`src/rtl/synthetic_6_valve_sequencer_if.sv`:
```
// Route-command handshake and valve-drive bundle between the host/scheduler
// and the valve sequencer.
interface synthetic_6_valve_sequencer_if #(
  parameter int NUM_VALVES = 88,
  parameter int DWELL_W    = 24
);
  logic                  cmd_valid;
  logic                  cmd_ready;
  logic [NUM_VALVES-1:0] cmd_mask;
  logic [DWELL_W-1:0]    cmd_dwell;
  logic                  abort;
  logic [NUM_VALVES-1:0] valve_open;
  logic                  flow_en;
  logic                  busy;
  logic                  done;
  logic                  aborted;

  modport master (
    output cmd_valid, cmd_mask, cmd_dwell, abort,
    input  cmd_ready, valve_open, flow_en, busy, done, aborted
  );

  modport slave (
    input  cmd_valid, cmd_mask, cmd_dwell, abort,
    output cmd_ready, valve_open, flow_en, busy, done, aborted
  );
endinterface

```
`src/rtl/synthetic_6_valve_sequencer.sv`:
```
// Break-before-make valve sequencer: close dropped valves, settle, open new
// valves, settle, then enable pressure flow for the commanded dwell.
module synthetic_6_valve_sequencer #(
  parameter int NUM_VALVES   = 88,
  parameter int CNT_W        = 16,
  parameter int CLOSE_CYCLES = 1000,
  parameter int OPEN_CYCLES  = 1000,
  parameter int DWELL_W      = 24
) (
  input  logic                          clk,
  input  logic                          rst,
  synthetic_6_valve_sequencer_if.slave  bus
);

  localparam logic [2:0] S_IDLE  = 3'd0;
  localparam logic [2:0] S_CLOSE = 3'd1;
  localparam logic [2:0] S_OPEN  = 3'd2;
  localparam logic [2:0] S_DWELL = 3'd3;
  localparam logic [2:0] S_DONE  = 3'd4;
  localparam logic [2:0] S_ABORT = 3'd5;

  localparam logic [CNT_W-1:0]   CLOSE_LOAD = CNT_W'(CLOSE_CYCLES - 1);
  localparam logic [CNT_W-1:0]   OPEN_LOAD  = CNT_W'(OPEN_CYCLES - 1);
  localparam logic [DWELL_W-1:0] DWELL_ONE  = DWELL_W'(1);

  logic [2:0]            state_q, state_d;
  logic [NUM_VALVES-1:0] valve_q, valve_d;
  logic [NUM_VALVES-1:0] mask_q, mask_d;
  logic [DWELL_W-1:0]    dwell_q, dwell_d;
  logic [CNT_W-1:0]      cnt_q, cnt_d;
  logic [DWELL_W-1:0]    dcnt_q, dcnt_d;
  logic                  flow_q, flow_d;
  logic                  done_q, done_d;
  logic                  aborted_q, aborted_d;

  logic                  accept;
  logic                  go_open, go_dwell;
  logic [NUM_VALVES-1:0] mask_use;
  logic [DWELL_W-1:0]    dwell_use;

  assign bus.cmd_ready  = (state_q == S_IDLE) && !bus.abort;
  assign bus.busy       = (state_q != S_IDLE);
  assign bus.valve_open = valve_q;
  assign bus.flow_en    = flow_q;
  assign bus.done       = done_q;
  assign bus.aborted    = aborted_q;

  assign accept = bus.cmd_valid && bus.cmd_ready;

  always_comb begin
    state_d   = state_q;
    valve_d   = valve_q;
    mask_d    = mask_q;
    dwell_d   = dwell_q;
    cnt_d     = cnt_q;
    dcnt_d    = dcnt_q;
    flow_d    = flow_q;
    done_d    = 1'b0;
    aborted_d = 1'b0;
    go_open   = 1'b0;
    go_dwell  = 1'b0;
    mask_use  = mask_q;
    dwell_use = dwell_q;

    case (state_q)
      S_IDLE: begin
        if (accept) begin
          mask_d    = bus.cmd_mask;
          dwell_d   = bus.cmd_dwell;
          mask_use  = bus.cmd_mask;
          dwell_use = bus.cmd_dwell;
          if ((valve_q & ~bus.cmd_mask) != '0) begin
            valve_d = valve_q & bus.cmd_mask;
            cnt_d   = CLOSE_LOAD;
            state_d = S_CLOSE;
          end else begin
            go_open = 1'b1;
          end
        end
      end
      S_CLOSE: begin
        if (bus.abort)         state_d = S_ABORT;
        else if (cnt_q == '0)  go_open = 1'b1;
        else                   cnt_d   = cnt_q - 1'b1;
      end
      S_OPEN: begin
        if (bus.abort)         state_d  = S_ABORT;
        else if (cnt_q == '0)  go_dwell = 1'b1;
        else                   cnt_d    = cnt_q - 1'b1;
      end
      S_DWELL: begin
        if (bus.abort) begin
          state_d = S_ABORT;
        end else if (dcnt_q == '0) begin
          flow_d  = 1'b0;
          done_d  = 1'b1;
          state_d = S_DONE;
        end else begin
          dcnt_d = dcnt_q - DWELL_ONE;
        end
      end
      S_DONE: begin
        state_d = bus.abort ? S_ABORT : S_IDLE;
      end
      S_ABORT: begin
        if (cnt_q == '0) begin
          aborted_d = 1'b1;
          state_d   = S_IDLE;
        end else begin
          cnt_d = cnt_q - 1'b1;
        end
      end
      default: state_d = S_IDLE;
    endcase

    // Entry rules cascade so skipped phases cost no cycles.
    if (go_open) begin
      if ((mask_use & ~valve_q) != '0) begin
        valve_d = mask_use;
        cnt_d   = OPEN_LOAD;
        state_d = S_OPEN;
      end else begin
        go_dwell = 1'b1;
      end
    end
    if (go_dwell) begin
      if (dwell_use != '0) begin
        flow_d  = 1'b1;
        dcnt_d  = dwell_use - DWELL_ONE;
        state_d = S_DWELL;
      end else begin
        done_d  = 1'b1;
        state_d = S_DONE;
      end
    end

    // Abort handling applies to every non-IDLE state except ABORT itself.
    if (state_d == S_ABORT && state_q != S_ABORT) begin
      valve_d = '0;
      flow_d  = 1'b0;
      done_d  = 1'b0;
      cnt_d   = CLOSE_LOAD;
    end
  end

  always_ff @(posedge clk or posedge rst) begin
    if (rst) begin
      state_q   <= S_IDLE;
      valve_q   <= '0;
      mask_q    <= '0;
      dwell_q   <= '0;
      cnt_q     <= '0;
      dcnt_q    <= '0;
      flow_q    <= 1'b0;
      done_q    <= 1'b0;
      aborted_q <= 1'b0;
    end else begin
      state_q   <= state_d;
      valve_q   <= valve_d;
      mask_q    <= mask_d;
      dwell_q   <= dwell_d;
      cnt_q     <= cnt_d;
      dcnt_q    <= dcnt_d;
      flow_q    <= flow_d;
      done_q    <= done_d;
      aborted_q <= aborted_d;
    end
  end

endmodule

```
`src/flat_wrapper.sv`:
```
// flat-port wrapper written by rule: the top's interface ports become plain ports
module synthetic_6_valve_sequencer_flat 
#(
  parameter int NUM_VALVES   = 88,
  parameter int CNT_W        = 16,
  parameter int CLOSE_CYCLES = 1000,
  parameter int OPEN_CYCLES  = 1000,
  parameter int DWELL_W      = 24
)
  (clk, rst, bus_cmd_valid, bus_cmd_mask, bus_cmd_dwell, bus_abort, bus_cmd_ready, bus_valve_open, bus_flow_en, bus_busy, bus_done, bus_aborted);
  synthetic_6_valve_sequencer_if #(.NUM_VALVES(NUM_VALVES), .DWELL_W(DWELL_W)) bus_i ();
  input  logic clk;
  input  logic rst;
  input wire logic [$bits(bus_i.cmd_valid)-1:0] bus_cmd_valid;
  input wire logic [$bits(bus_i.cmd_mask)-1:0] bus_cmd_mask;
  input wire logic [$bits(bus_i.cmd_dwell)-1:0] bus_cmd_dwell;
  input wire logic [$bits(bus_i.abort)-1:0] bus_abort;
  output wire logic [$bits(bus_i.cmd_ready)-1:0] bus_cmd_ready;
  output wire logic [$bits(bus_i.valve_open)-1:0] bus_valve_open;
  output wire logic [$bits(bus_i.flow_en)-1:0] bus_flow_en;
  output wire logic [$bits(bus_i.busy)-1:0] bus_busy;
  output wire logic [$bits(bus_i.done)-1:0] bus_done;
  output wire logic [$bits(bus_i.aborted)-1:0] bus_aborted;
  assign bus_i.cmd_valid = bus_cmd_valid;
  assign bus_i.cmd_mask = bus_cmd_mask;
  assign bus_i.cmd_dwell = bus_cmd_dwell;
  assign bus_i.abort = bus_abort;
  assign bus_cmd_ready = bus_i.cmd_ready;
  assign bus_valve_open = bus_i.valve_open;
  assign bus_flow_en = bus_i.flow_en;
  assign bus_busy = bus_i.busy;
  assign bus_done = bus_i.done;
  assign bus_aborted = bus_i.aborted;
  synthetic_6_valve_sequencer #(.NUM_VALVES(NUM_VALVES), .CNT_W(CNT_W), .CLOSE_CYCLES(CLOSE_CYCLES), .OPEN_CYCLES(OPEN_CYCLES), .DWELL_W(DWELL_W)) u_core (.clk(clk), .rst(rst), .bus(bus_i));
endmodule
```
`config.mk`:
```
export PLATFORM = sky130hd
export DESIGN_NAME = synthetic_6_valve_sequencer_flat
export DESIGN_NICKNAME = d
export VERILOG_FILES = /design/src/rtl/synthetic_6_valve_sequencer_if.sv /design/src/rtl/synthetic_6_valve_sequencer.sv /design/src/flat_wrapper.sv
export SDC_FILE = /design/constraint.sdc
export NUM_CORES = 1
export LEC_CHECK = 0
export CAP_MARGIN = 40
export CORE_MARGIN = 8
export CORE_UTILIZATION = 59
export DETAILED_ROUTE_END_ITERATION = 12
export GPL_ROUTABILITY_DRIVEN = 0
export HOLD_SLACK_MARGIN = 0.02
export PLACE_DENSITY = 0.86
export SLEW_MARGIN = 20
export SYNTH_ARGS = -nofsm -noshare
export SYNTH_HDL_FRONTEND = slang
export SYNTH_SLANG_ARGS = --single-unit
```
`constraint.sdc`:
```
create_clock -name clk -period 14.1 [get_ports clk]
set_clock_uncertainty 0.2 [all_clocks]
set_input_delay 2.115 -clock clk [delete_from_list [all_inputs] [get_ports clk]]
set_output_delay 2.115 -clock clk [all_outputs]
set_load 0.03 [all_outputs]
```
==> results of run 1 <==
## final timing paths
check	end	slack (ps)	cells past startpoint
hold reg to reg	u_core.mask_q[45]$_DFF_PP0_	300	2
setup / recovery	u_core.bus.valve_open[21]$_DFF_PP0_	5540	15
hold / removal	u_core.mask_q[45]$_DFF_PP0_	300	2
setup reg to reg	u_core.bus.valve_open[21]$_DFF_PP0_	7070	14
max in group asynchronous	u_core.dcnt_q[2]$_DFF_PP0_	10050	5
min in group asynchronous	u_core.cnt_q[14]$_DFF_PP0_	1680	2
## layout make-up
class	count	area share (%)
clock buffers	40	4.49
clock inverters	7	0.368
inverters	122	2.73
multi-input cells	1085	40.2
flip-flops and latches	246	36.2
well taps	319	2.35
repair buffers	229	13.7
## metal layers
metal | share of wire, % | vias up | GRT usage [%]
met3 | 11 | 196 | 7.47
met2 | 46 | 938 | 49.8
li1 | - | 5910 | -
met1 | 37 | 6495 | 39.7
met5 | 0 | - | 0
met4 | 6.5 | 0 | 19.0
## report_power, final
group,switching [uW],internal [uW]
clock,283,390
sequential,23.3,730
combinational,114,92.3
## cell usage in the layout, fill, tap and decap left out, drive strengths merged, types with 22 or more instances in the layout
cell type / netlist / routed
a211oi: 143 / 143
a21oi: 47 / 47
a22oi: 31 / 31
clkbuf: 59 / 41
clkdlybuf4s50: 0 / 208
dfrtp: 246 / 246
inv: 122 / 122
mux2i: 54 / 54
nand2: 211 / 211
nand2b: 46 / 46
nand3: 23 / 23
nor2: 76 / 76
nor3: 32 / 32
nor4: 22 / 22
o21ai: 117 / 117
o22ai: 33 / 33
xnor2: 33 / 33
## per-stage QoR
| stage | std cells | util, % | hold WS, ps | cell area [sq um] |
|---|---|---|---|---|
| after floorplan | 1549 | - | 265 | 13900 |
| after global placement | 1993 | 69.0 | 280 | 16000 |
| after detailed placement | 1999 | 69.5 | 285 | 16200 |
| after CTS | 2046 | 73.0 | 299 | 17000 |
| after global routing | 2048 | 73.2 | 313 | 17000 |
| final | 2048 | 73.2 | 296 | 17000 |
## sequential cells by signal (all words and copies together), names as in the netlist
| name | cells |
|---|---|
| u_core.bus.valve_open | 88 |
| u_core.dcnt_q | 24 |
| u_core.mask_q | 88 |
| u_core.bus.done | 1 |
| u_core.cnt_q | 16 |
| u_core.state_q | 3 |
| u_core.dwell_q | 24 |
| u_core.bus.aborted | 1 |
| u_core.bus.flow_en | 1 |
## cell families (layout without fill, tap and decap cells)
group                      count (synthesis)  count (layout)  share of synthesized area [%]
muxes                                     71              71                           5.28
DFF                                      246             246                           44.4
and+or+nand+nor                          489             489                           17.2
xor gates and xnor gates                  45              45                           2.84
AOI/OAI and AO/OA                        477             477                           23.4
adders and majority gates                  3               3                          0.271
buffers and inverters                    218             398                           6.64
## worst reg2reg max path, stage by stage, from the launching register on
cell	delay, ps
dfrtp_1	650
or4_1	870
nor2_8	680
buf_4	590
buf_12	320
mux2_2	410
a221oi_1	410
or4b_1	540
nor4_4	180
buf_4	530
a311oi_1	280
nor2_4	260
buf_4	470
buf_16	340
a211oi_1	150
==> out/metrics.csv, run 1 <==
stage;metric;value;unit
run_status;run_status;finished clean;
sta;clock.fmax;0.117;GHz
global_route;grt.overflow.total;0;
worst_setup_path;crit_fanout;60;
power_and_ir_drop;power.leakage;0.00738;uW
worst_setup_path;path_cells;clkdlybuf4s50_1 -> or4_1 -> nor2_8 -> buf_4 -> buf_12 -> mux2_2 -> a221oi_1 -> or4b_1 -> nor4_4 -> buf_4 -> a311oi_1 -> nor2_4 -> buf_4 -> buf_16 -> a211oi_1;
sta;tns;0;ps
floorplan;die_area;28700;sq um
sta;worstMarginPinSlew;850;ps
logic_synthesis;syn_inst;1549;
sta;finalCritPeriodShare;60.7;%
job;maxCapViolations;0;
clock_network;cts_root_buf;clkbuf_16;
global_route;grt_pass1_wl;73400;um
floorplan;row_count;56;
clock_network;clock_sinks;246;
final_layout;multi_input_area;6840;sq um
detailed_routing;routedWlPerCell;22.8;um
clock_network;numCtsBuffers;26;
worst_setup_path;crit_required;14260;ps
worst_setup_path;slowest_delay;760;ps
global_route;grtUsageTotal;31.8;%
global_route;grt_pass1_vias;13400;
final_layout;seqCellArea;6160;sq um
logic_synthesis;avgSynthCellArea;8.96;sq um
logic_synthesis;yosysSeqAreaShare;44.4;%
final_layout;num-fill-cells;1647;
clock_network;cts_tree;yes;
clock_network;clk_pin_slew_worst_paths;60;ps
clock_network;cts_setup_buffers;0;
clock_network;insertion_delay;530;ps
sta;setup_ws;5540;ps
clock_network;cts.repair.resized;0;
logic_synthesis;synth_edf_count;0;
placement;hpwlAfterDp;32200;um
logic_synthesis;synth-seq-cells;246;
sta;period_minus_slack;8560;ps
floorplan;core_area;23300;sq um
detailed_routing;drc_errors;0;
floorplan;start_util;59.6;%
worst_setup_path;crit_slowest_cell;or4_1;
clock_network;cts_buffer_depth;3;
detailed_routing;drtIter0Drc;1837;
worst_setup_path;critPathKind;primary input to flip-flop;
clock_network;htree_levels;1;
hold_path;worstHoldPathType;flip-flop to flip-flop;
final_layout;nNetsFinal;1829;
power_and_ir_drop;power_density;95.9;nW/um^2
logic_synthesis;synth.area.top_cells;dfrtp_1 (44%), a211oi_1 (7.7%), nand2_1 (5.7%);
logic_synthesis;yosysWarningCount;0;
worst_setup_path;crit_top_cell;buf_4;
detailed_routing;antenna_left;0;
logic_synthesis;synthTopCellsByCount;dfrtp_1 (246), nand2_1 (210), a211oi_1 (143);
worst_setup_path;critPathLaunch;bus_abort;
power_and_ir_drop;total_power;1630;uW
final_layout;drive_above_1_share;5.44;%
hold_path;worstHoldStart;u_core.mask_q[45]$_DFF_PP0_;
global_route;grt_max_degree;112;
logic_synthesis;yosysTopAreaCell;dfrtp_1;
logic_synthesis;synth_top_area_share;44.4;%
final_layout;antennaDiodeCount;0;
sta;max_slew_margin;43.3;%
detailed_routing;firstDrtPassIters;6;
clock_network;hold_buffers;0;
logic_synthesis;synth_nets;1668;
detailed_routing;wl;46700;um
sta;grt_setup_unrepaired;false;
final_layout;areaGrowthSynthToFinish;22.7;%
logic_synthesis;synthArstFlopShare;100;%
sta;hold_viol_final;0;
floorplan;die_h;169;um
detailed_routing;dr_total_vias;13500;
detailed_routing;routed_via_density;6.61;
logic_synthesis;yosysMostFrequentCell;dfrtp_1;
sta;setup_violations;0;
worst_setup_path;start_kind;primary input;
logic_synthesis;syn_area;13900;sq um
logic_synthesis;synth_cell_type_count;79;
worst_setup_path;cp.arrival;8730;ps
floorplan;ioPinCount;209;
worst_setup_path;end_kind;flip-flop;
placement;io_buffer_count;208;
power_and_ir_drop;peakVddDrop;0.0897;mV
worst_setup_path;timing.rr.start;u_core.state_q[1]$_DFF_PP0_;
logic_synthesis;ys.flop_type;dfrtp_1;
sta;final_max_slew_viol_count;0;
global_route;antenna_found_initial;0;
placement;pre_cts_slack;5210;ps
floorplan;die_w;169;um
worst_setup_path;worstPathBufferInverterCount;6;
worst_setup_path;cpLargestDelayFamily;buffers and inverters;
Power figures use the tool's default switching activity.
==> run 2: changes to the inputs <==
- CORE_UTILIZATION: 59 -> 50
- PLACE_DENSITY: 0.86 -> 0.78
- clock period: 14.1 -> 7.4 ns (I/O delays scaled with it)
==> run 2 against run 1 <==
Effect of this change:
- combinational power increased by 88%
- critical endpoint is now u_core.bus.valve_open[36]$_DFF_PP0_
- register-to-register slack got worse by 5500 ps
- critical path depth decreased by 2
- total power increased by 97%
- largest cell class unchanged
- hold slack improved by 6.1 ps
- non-clock buffer count increased by 7
- largest power group unchanged
- first-iteration DRC count decreased by 14%
- sequential power increased by 91%
- setup slack got worse by 4200 ps
- count of clock-buffer cells in the layout increased by 3
- cell area increased by 1.0%
- sequential cell count unchanged
==> out/metrics.csv, run 2 (synthesis gave the netlist of run 1 again) <==
stage;metric;value;unit;change
run_status;run_status;finished clean;;unchanged
final_layout;drive_above_1_share;6.15;%;was 5.44%
clock_network;clock_sinks;246;;unchanged
final_layout;fin_area;17200;sq um;was 17000 sq um
worst_setup_path;crit_required;7660;ps;was 14260 ps
floorplan;die_area;33300;sq um;was 28700 sq um
sta;final_max_slew_viol_count;0;;unchanged
global_route;grt.overflow.total;0;;unchanged
detailed_routing;routed_via_density;6.32;;was 6.61
job;maxCapViolations;0;;unchanged
worst_setup_path;start_kind;primary input;;unchanged
final_layout;areaGrowthSynthToFinish;23.9;%;was 22.7%
clock_network;numCtsBuffers;28;;was 26
final_layout;nNetsFinal;1838;;was 1829
placement;dpl-instance-area;16200;sq um;about the same
final_layout;num-fill-cells;2300;;was 1647
floorplan;die_w;183;um;was 169 um
clock_network;hold_buffers;0;;unchanged
global_route;grtUsageTotal;27.6;%;was 31.8%
sta;grt_setup_unrepaired;false;;unchanged
detailed_routing;firstDrtPassIters;5;;was 6
floorplan;ioPinCount;209;;unchanged
final_layout;layout_common_cells;dfrtp_1 (246), nand2_1 (209), clkdlybuf4s50_1 (208);;unchanged
sta;whs;302;ps;was 296 ps
worst_setup_path;r2r_cells;11;;was 14
detailed_routing;drc_errors;0;;unchanged
detailed_routing;wl;47500;um;was 46700 um
sta;hold_viol_final;0;;unchanged
global_route;grt_pass1_vias;13200;;was 13400
placement;hpwlAfterDp;33200;um;was 32200 um
sta;worstMarginPinSlew;838;ps;was 850 ps
floorplan;core_area;27600;sq um;was 23300 sq um
detailed_routing;drtIter0Drc;1580;;was 1837
clock_network;cts_setup_buffers;0;;unchanged
worst_setup_path;critPathKind;primary input to flip-flop;;unchanged
detailed_routing;dr_total_vias;13400;;was 13500
final_layout;final_core_util;62.4;%;was 73.2%
placement;pre_cts_slack;845;ps;was 5210 ps
detailed_routing;routedWlPerCell;22.4;um;was 22.8 um
sta;setup_ws;1310;ps;was 5540 ps
worst_setup_path;end_kind;flip-flop;;unchanged
power_and_ir_drop;power.leakage;0.00745;uW;was 0.00738 uW
power_and_ir_drop;power_density;187;nW/um^2;was 95.9 nW/um^2
worst_setup_path;crit_fanout;65;;was 60
worst_setup_path;cp.arrival;6350;ps;was 8730 ps
global_route;grt_pass1_wl;74000;um;was 73400 um
clock_network;cts.repair.resized;0;;unchanged
global_route;grt_max_degree;126;;was 112
sta;setup_violations;0;;unchanged
floorplan;row_count;61;;was 56
power_and_ir_drop;peakVddDrop;0.148;mV;was 0.0897 mV
clock_network;cts_buffer_depth;3;;unchanged
hold_path;hold_path_depth;2;;unchanged
clock_network;cts_root_buf;clkbuf_16;;unchanged
sta;period_minus_slack;6090;ps;
sta;clock.fmax;0.164;GHz;
floorplan;die_h;183;um;was 169 um
final_layout;final_common_cell;dfrtp_1;;unchanged
sta;max_slew_margin;44.2;%;was 43.3%
hold_path;worstHoldPathType;flip-flop to flip-flop;;unchanged
clock_network;cts_tree;yes;;unchanged
sta;finalCritPeriodShare;82.3;%;
clock_network;insertion_delay;570;ps;was 530 ps
sta;tns;0;ps;unchanged
final_layout;antennaDiodeCount;0;;unchanged
placement;io_buffer_count;208;;unchanged
floorplan;start_util;50.4;%;was 59.6%
clock_network;clk_pin_slew_worst_paths;60;ps;about the same
detailed_routing;antenna_left;0;;unchanged
global_route;antenna_found_initial;3;;was 0
final_layout;seqCellArea;6160;sq um;unchanged
final_layout;multi_input_area;6840;sq um;unchanged
clock_network;htree_levels;1;;unchanged
==> run 2: changes by cell type in the layout (fill, tap and decap cells not counted), sizes merged <==
cell and delta:
inv +1, buf +7, clkbuf +3
==> run 2: power breakdown <==
| part | total [uW] | switching, uW | internal (uW) |
|---|---|---|---|
| registers | 1440 | 47.0 | 1390 |
| clock network | 1400 | 581 | 817 |
| logic | 388 | 214 | 174 |
| total | 3220 | 843 | 2380 |
==> run 2: per-stage QoR <==
step | total power (uW) | cells
detailed placement | 1840 | 2065
CTS | 3230 | 2116
global placement | 1830 | 2065
floorplan | 1670 | 1549
finish | 3220 | 2118
global route | 3330 | 2118
==> run 2: path summary, 6_finish.rpt <==
check	from	endpoint	slack, ps
worst max-delay path	bus_abort	u_core.bus.valve_open[36]$_DFF_PP0_	1310
worst min register to register	u_core.mask_q[76]$_DFF_PP0_	u_core.mask_q[76]$_DFF_PP0_	300
worst min-delay path	u_core.mask_q[76]$_DFF_PP0_	u_core.mask_q[76]$_DFF_PP0_	300
worst max register to register	u_core.state_q[1]$_DFF_PP0_	u_core.bus.valve_open[36]$_DFF_PP0_	1590
min in group asynchronous	rst	u_core.bus.valve_open[13]$_DFF_PP0_	710
max in group asynchronous	rst	u_core.mask_q[1]$_DFF_PP0_	4570
==> run 2: final cells by class <==
cell class	instances	share of cell area [%]
clock buffer	43	4.87
tap	378	2.75
sequential	246	35.8
clock inverter	8	0.568
timing repair buffer	236	13.5
inverter	122	2.69
multi-input combinational	1085	39.8
==> run 2: metal layers <==
metal | up-vias | part of all wire (%) | global-route usage, %
met1 | 6478 | 39 | 35.1
li1 | 5933 | - | -
met2 | 813 | 45 | 42.4
met4 | 6 | 5.7 | 14.4
met3 | 158 | 10 | 7.56
met5 | - | 0.059 | 0
==> run 2: critical path, cell delays in order <==
cell and delay [ps]:
clkdlybuf4s50_1 410, buf_4 190, or4_1 640, nor2_8 400
buf_12 310, mux2i_1 340, o22ai_1 120, or4_1 620
nor4_4 430, buf_4 700, a21oi_4 370, buf_4 350
a211oi_1 310
==> run 3: changes to the inputs <==
- clock period: 7.4 -> 5.47 ns (I/O delays scaled with it)
==> run 3 against run 2 <==
Effect of this change:
- non-clock buffer count rose by 16
- setup slack got worse by 550 ps
- combinational power increased by 40%
- register-to-register slack worse by 700 ps
- largest cell class unchanged
- largest power group unchanged
- highest routed layer unchanged
==> out/metrics.csv, run 3 (synthesis gave the netlist of run 1 again) <==
stage;metric;value;unit;change
final_layout;num-fill-cells;2271;;was 2300
clock_network;cts_root_buf;clkbuf_16;;unchanged
worst_setup_path;cp.arrival;4960;ps;was 6350 ps
hold_path;worstHoldStart;u_core.mask_q[71]$_DFF_PP0_;;was u_core.mask_q[76]$_DFF_PP0_
placement;hpwlAfterDp;33900;um;was 33200 um
floorplan;ioPinCount;209;;unchanged
final_layout;seqCellArea;6160;sq um;unchanged
floorplan;row_count;61;;unchanged
sta;grt_setup_unrepaired;false;;unchanged
detailed_routing;wl;48400;um;was 47500 um
placement;io_buffer_count;208;;unchanged
sta;whs;303;ps;was 302 ps
power_and_ir_drop;p_switching;1150;uW;was 843 uW
power_and_ir_drop;p_comb_share;12.3;%;was 12.0%
power_and_ir_drop;p_int;3270;uW;was 2380 uW
clock_network;cts_buffer_depth;3;;unchanged
sta;worstMarginPinSlew;749;ps;was 838 ps
job;maxCapViolations;0;;unchanged
global_route;antenna_found_initial;2;;was 3
clock_network;hold_buffers;0;;unchanged
power_and_ir_drop;power_density;254;nW/um^2;was 187 nW/um^2
final_layout;final_common_cell;dfrtp_1;;unchanged
power_and_ir_drop;total_power;4420;uW;was 3220 uW
clock_network;clock_sinks;246;;unchanged
sta;finalCritPeriodShare;86.1;%;
sta;max_slew_margin;50.1;%;was 44.2%
final_layout;layout_common_cells;dfrtp_1 (246), nand2_1 (209), clkdlybuf4s50_1 (208);;unchanged
worst_setup_path;path_cells;clkdlybuf4s50_1 -> or4_1 -> nor2_8 -> buf_12 -> mux2i_1 -> o22ai_1 -> or4_1 -> nor4_4 -> a31oi_1 -> buf_4 -> nor2_4 -> mux2i_1;;was clkdlybuf4s50_1 -> buf_4 -> or4_1 -> nor2_8 -> buf_12 -> mux2i_1 -> o22ai_1 -> or4_1 -> nor4_4 -> buf_4 -> a21oi_4 -> buf_4 -> a211oi_1
clock_network;numCtsBuffers;28;;unchanged
final_layout;nNetsFinal;1854;;was 1838
worst_setup_path;start_kind;primary input;;unchanged
worst_setup_path;end_kind;flip-flop;;unchanged
detailed_routing;antenna_left;0;;unchanged
sta;hold_viol_final;0;;unchanged
power_and_ir_drop;p_seq_share;43.9;%;was 44.6%
floorplan;die_h;183;um;unchanged
worst_setup_path;critPathKind;primary input to flip-flop;;unchanged
clock_network;insertion_delay;570;ps;about the same
worst_setup_path;crit_slowest_cell;or4_1;;was buf_4
global_route;grtUsageTotal;28.4;%;was 27.6%
floorplan;die_area;33300;sq um;unchanged
final_layout;multi_input_area;6840;sq um;unchanged
final_layout;drive_above_1_share;7.06;%;was 6.15%
sta;clock.fmax;0.212;GHz;
power_and_ir_drop;power.leakage;0.00756;uW;was 0.00745 uW
global_route;grt_pass1_vias;13500;;was 13200
sta;setup_violations;0;;unchanged
clock_network;clk_pin_slew_worst_paths;60;ps;about the same
clock_network;cts.repair.resized;0;;unchanged
power_and_ir_drop;peakVddDrop;0.290;mV;was 0.148 mV
global_route;grt_pass1_wl;76300;um;was 74000 um
final_layout;areaGrowthSynthToFinish;25.5;%;was 23.9%
worst_setup_path;timing.rr.start;u_core.state_q[2]$_DFF_PP0_;;was u_core.state_q[1]$_DFF_PP0_
global_route;grt_max_degree;118;;was 126
sta;period_minus_slack;4710;ps;
run_status;run_status;finished clean;;unchanged
worst_setup_path;critPathLaunch;bus_abort;;unchanged
hold_path;worstHoldPathType;flip-flop to flip-flop;;unchanged
worst_setup_path;slowest_delay;650;ps;was 700 ps
detailed_routing;firstDrtPassIters;7;;was 5
floorplan;start_util;50.4;%;unchanged
clock_network;htree_levels;1;;unchanged
floorplan;die_w;183;um;unchanged
detailed_routing;dr_total_vias;13500;;was 13400
detailed_routing;routed_via_density;6.32;;about the same
worst_setup_path;crit_fanout;31;;was 65
global_route;grt.overflow.total;0;;unchanged
detailed_routing;drc_errors;0;;unchanged
detailed_routing;routedWlPerCell;22.7;um;was 22.4 um
placement;post-place-cells;2082;;was 2065
clock_network;cts_tree;yes;;unchanged
power_and_ir_drop;swShare;26.0;%;was 26.1%
clock_network;cts_setup_buffers;0;;unchanged
final_layout;antennaDiodeCount;0;;unchanged
worst_setup_path;crit_required;5730;ps;was 7660 ps
sta;final_max_slew_viol_count;0;;unchanged
floorplan;core_area;27600;sq um;unchanged
power_and_ir_drop;clkPwrFrac;43.9;%;was 43.4%
sta;tns;0;ps;unchanged
final_layout;final_cells;2134;;was 2118
detailed_routing;drtIter0Drc;1776;;was 1580
-- run 3: changes by cell type in the layout (fill, tap and decap cells not counted), sizes merged --
cell / previous run / this run
bufinv: 1 / 2
clkbuf: 44 / 42
buf: 27 / 44
clkinv: 5 / 6
inv: 123 / 122
-- run 3: path summary, 6_finish.rpt --
kind,to,slack (ps),depth (start not counted)
max in group asynchronous,u_core.cnt_q[1]$_DFF_PP0_,3640,3
setup / recovery,u_core.dcnt_q[5]$_DFF_PP0_,760,12
hold / removal,u_core.mask_q[71]$_DFF_PP0_,300,2
min in group asynchronous,u_core.mask_q[62]$_DFF_PP0_,410,2
hold reg to reg,u_core.mask_q[71]$_DFF_PP0_,300,2
setup reg to reg,u_core.dcnt_q[5]$_DFF_PP0_,890,12
-- run 3: final cells by class --
type | instances | share of cell area (%)
clock inverter | 9 | 0.726
clock buffer | 42 | 4.79
sequential | 246 | 35.4
multi-input combinational | 1085 | 39.3
timing repair buffer | 252 | 14.5
tap | 378 | 2.72
inverter | 122 | 2.65
-- run 3: metrics by stage --
step	setup WS (ps)	area, sq um	util, %
2_1_floorplan	403	13900	-
3_3_place_gp	322	16400	59.6
3_5_place_dp	223	16400	59.7
4_1_cts	770	17400	63.1
5_1_grt	585	17400	63.2
6_report	760	17400	63.2
-- run 3: layer usage --
| layer | vias up | part of all wire (%) | global-route usage, % |
|---|---|---|---|
| met5 | - | 0.056 | 0 |
| met4 | 4 | 4.5 | 12.8 |
| met3 | 126 | 8.6 | 5.75 |
| met2 | 766 | 47 | 45.4 |
| met1 | 6625 | 40 | 36.7 |
| li1 | 5964 | - | - |
-- run 3: power by group through the flow --
stage	clock network, uW	logic, uW	registers, uW
after floorplan	0	310	1950
after global placement	0	519	1970
after detailed placement	0	530	1970
after CTS	1950	535	1940
after global routing	2030	587	1950
final	1940	542	1940
-- run 3: critical path: cells and delay by family --
kind | cells | cell delay [ps]
multiplexers | 2 | 600
AO/OA/AOI/OAI | 2 | 360
buffers and inverters | 3 | 950
AND/OR/NAND/NOR | 5 | 2210
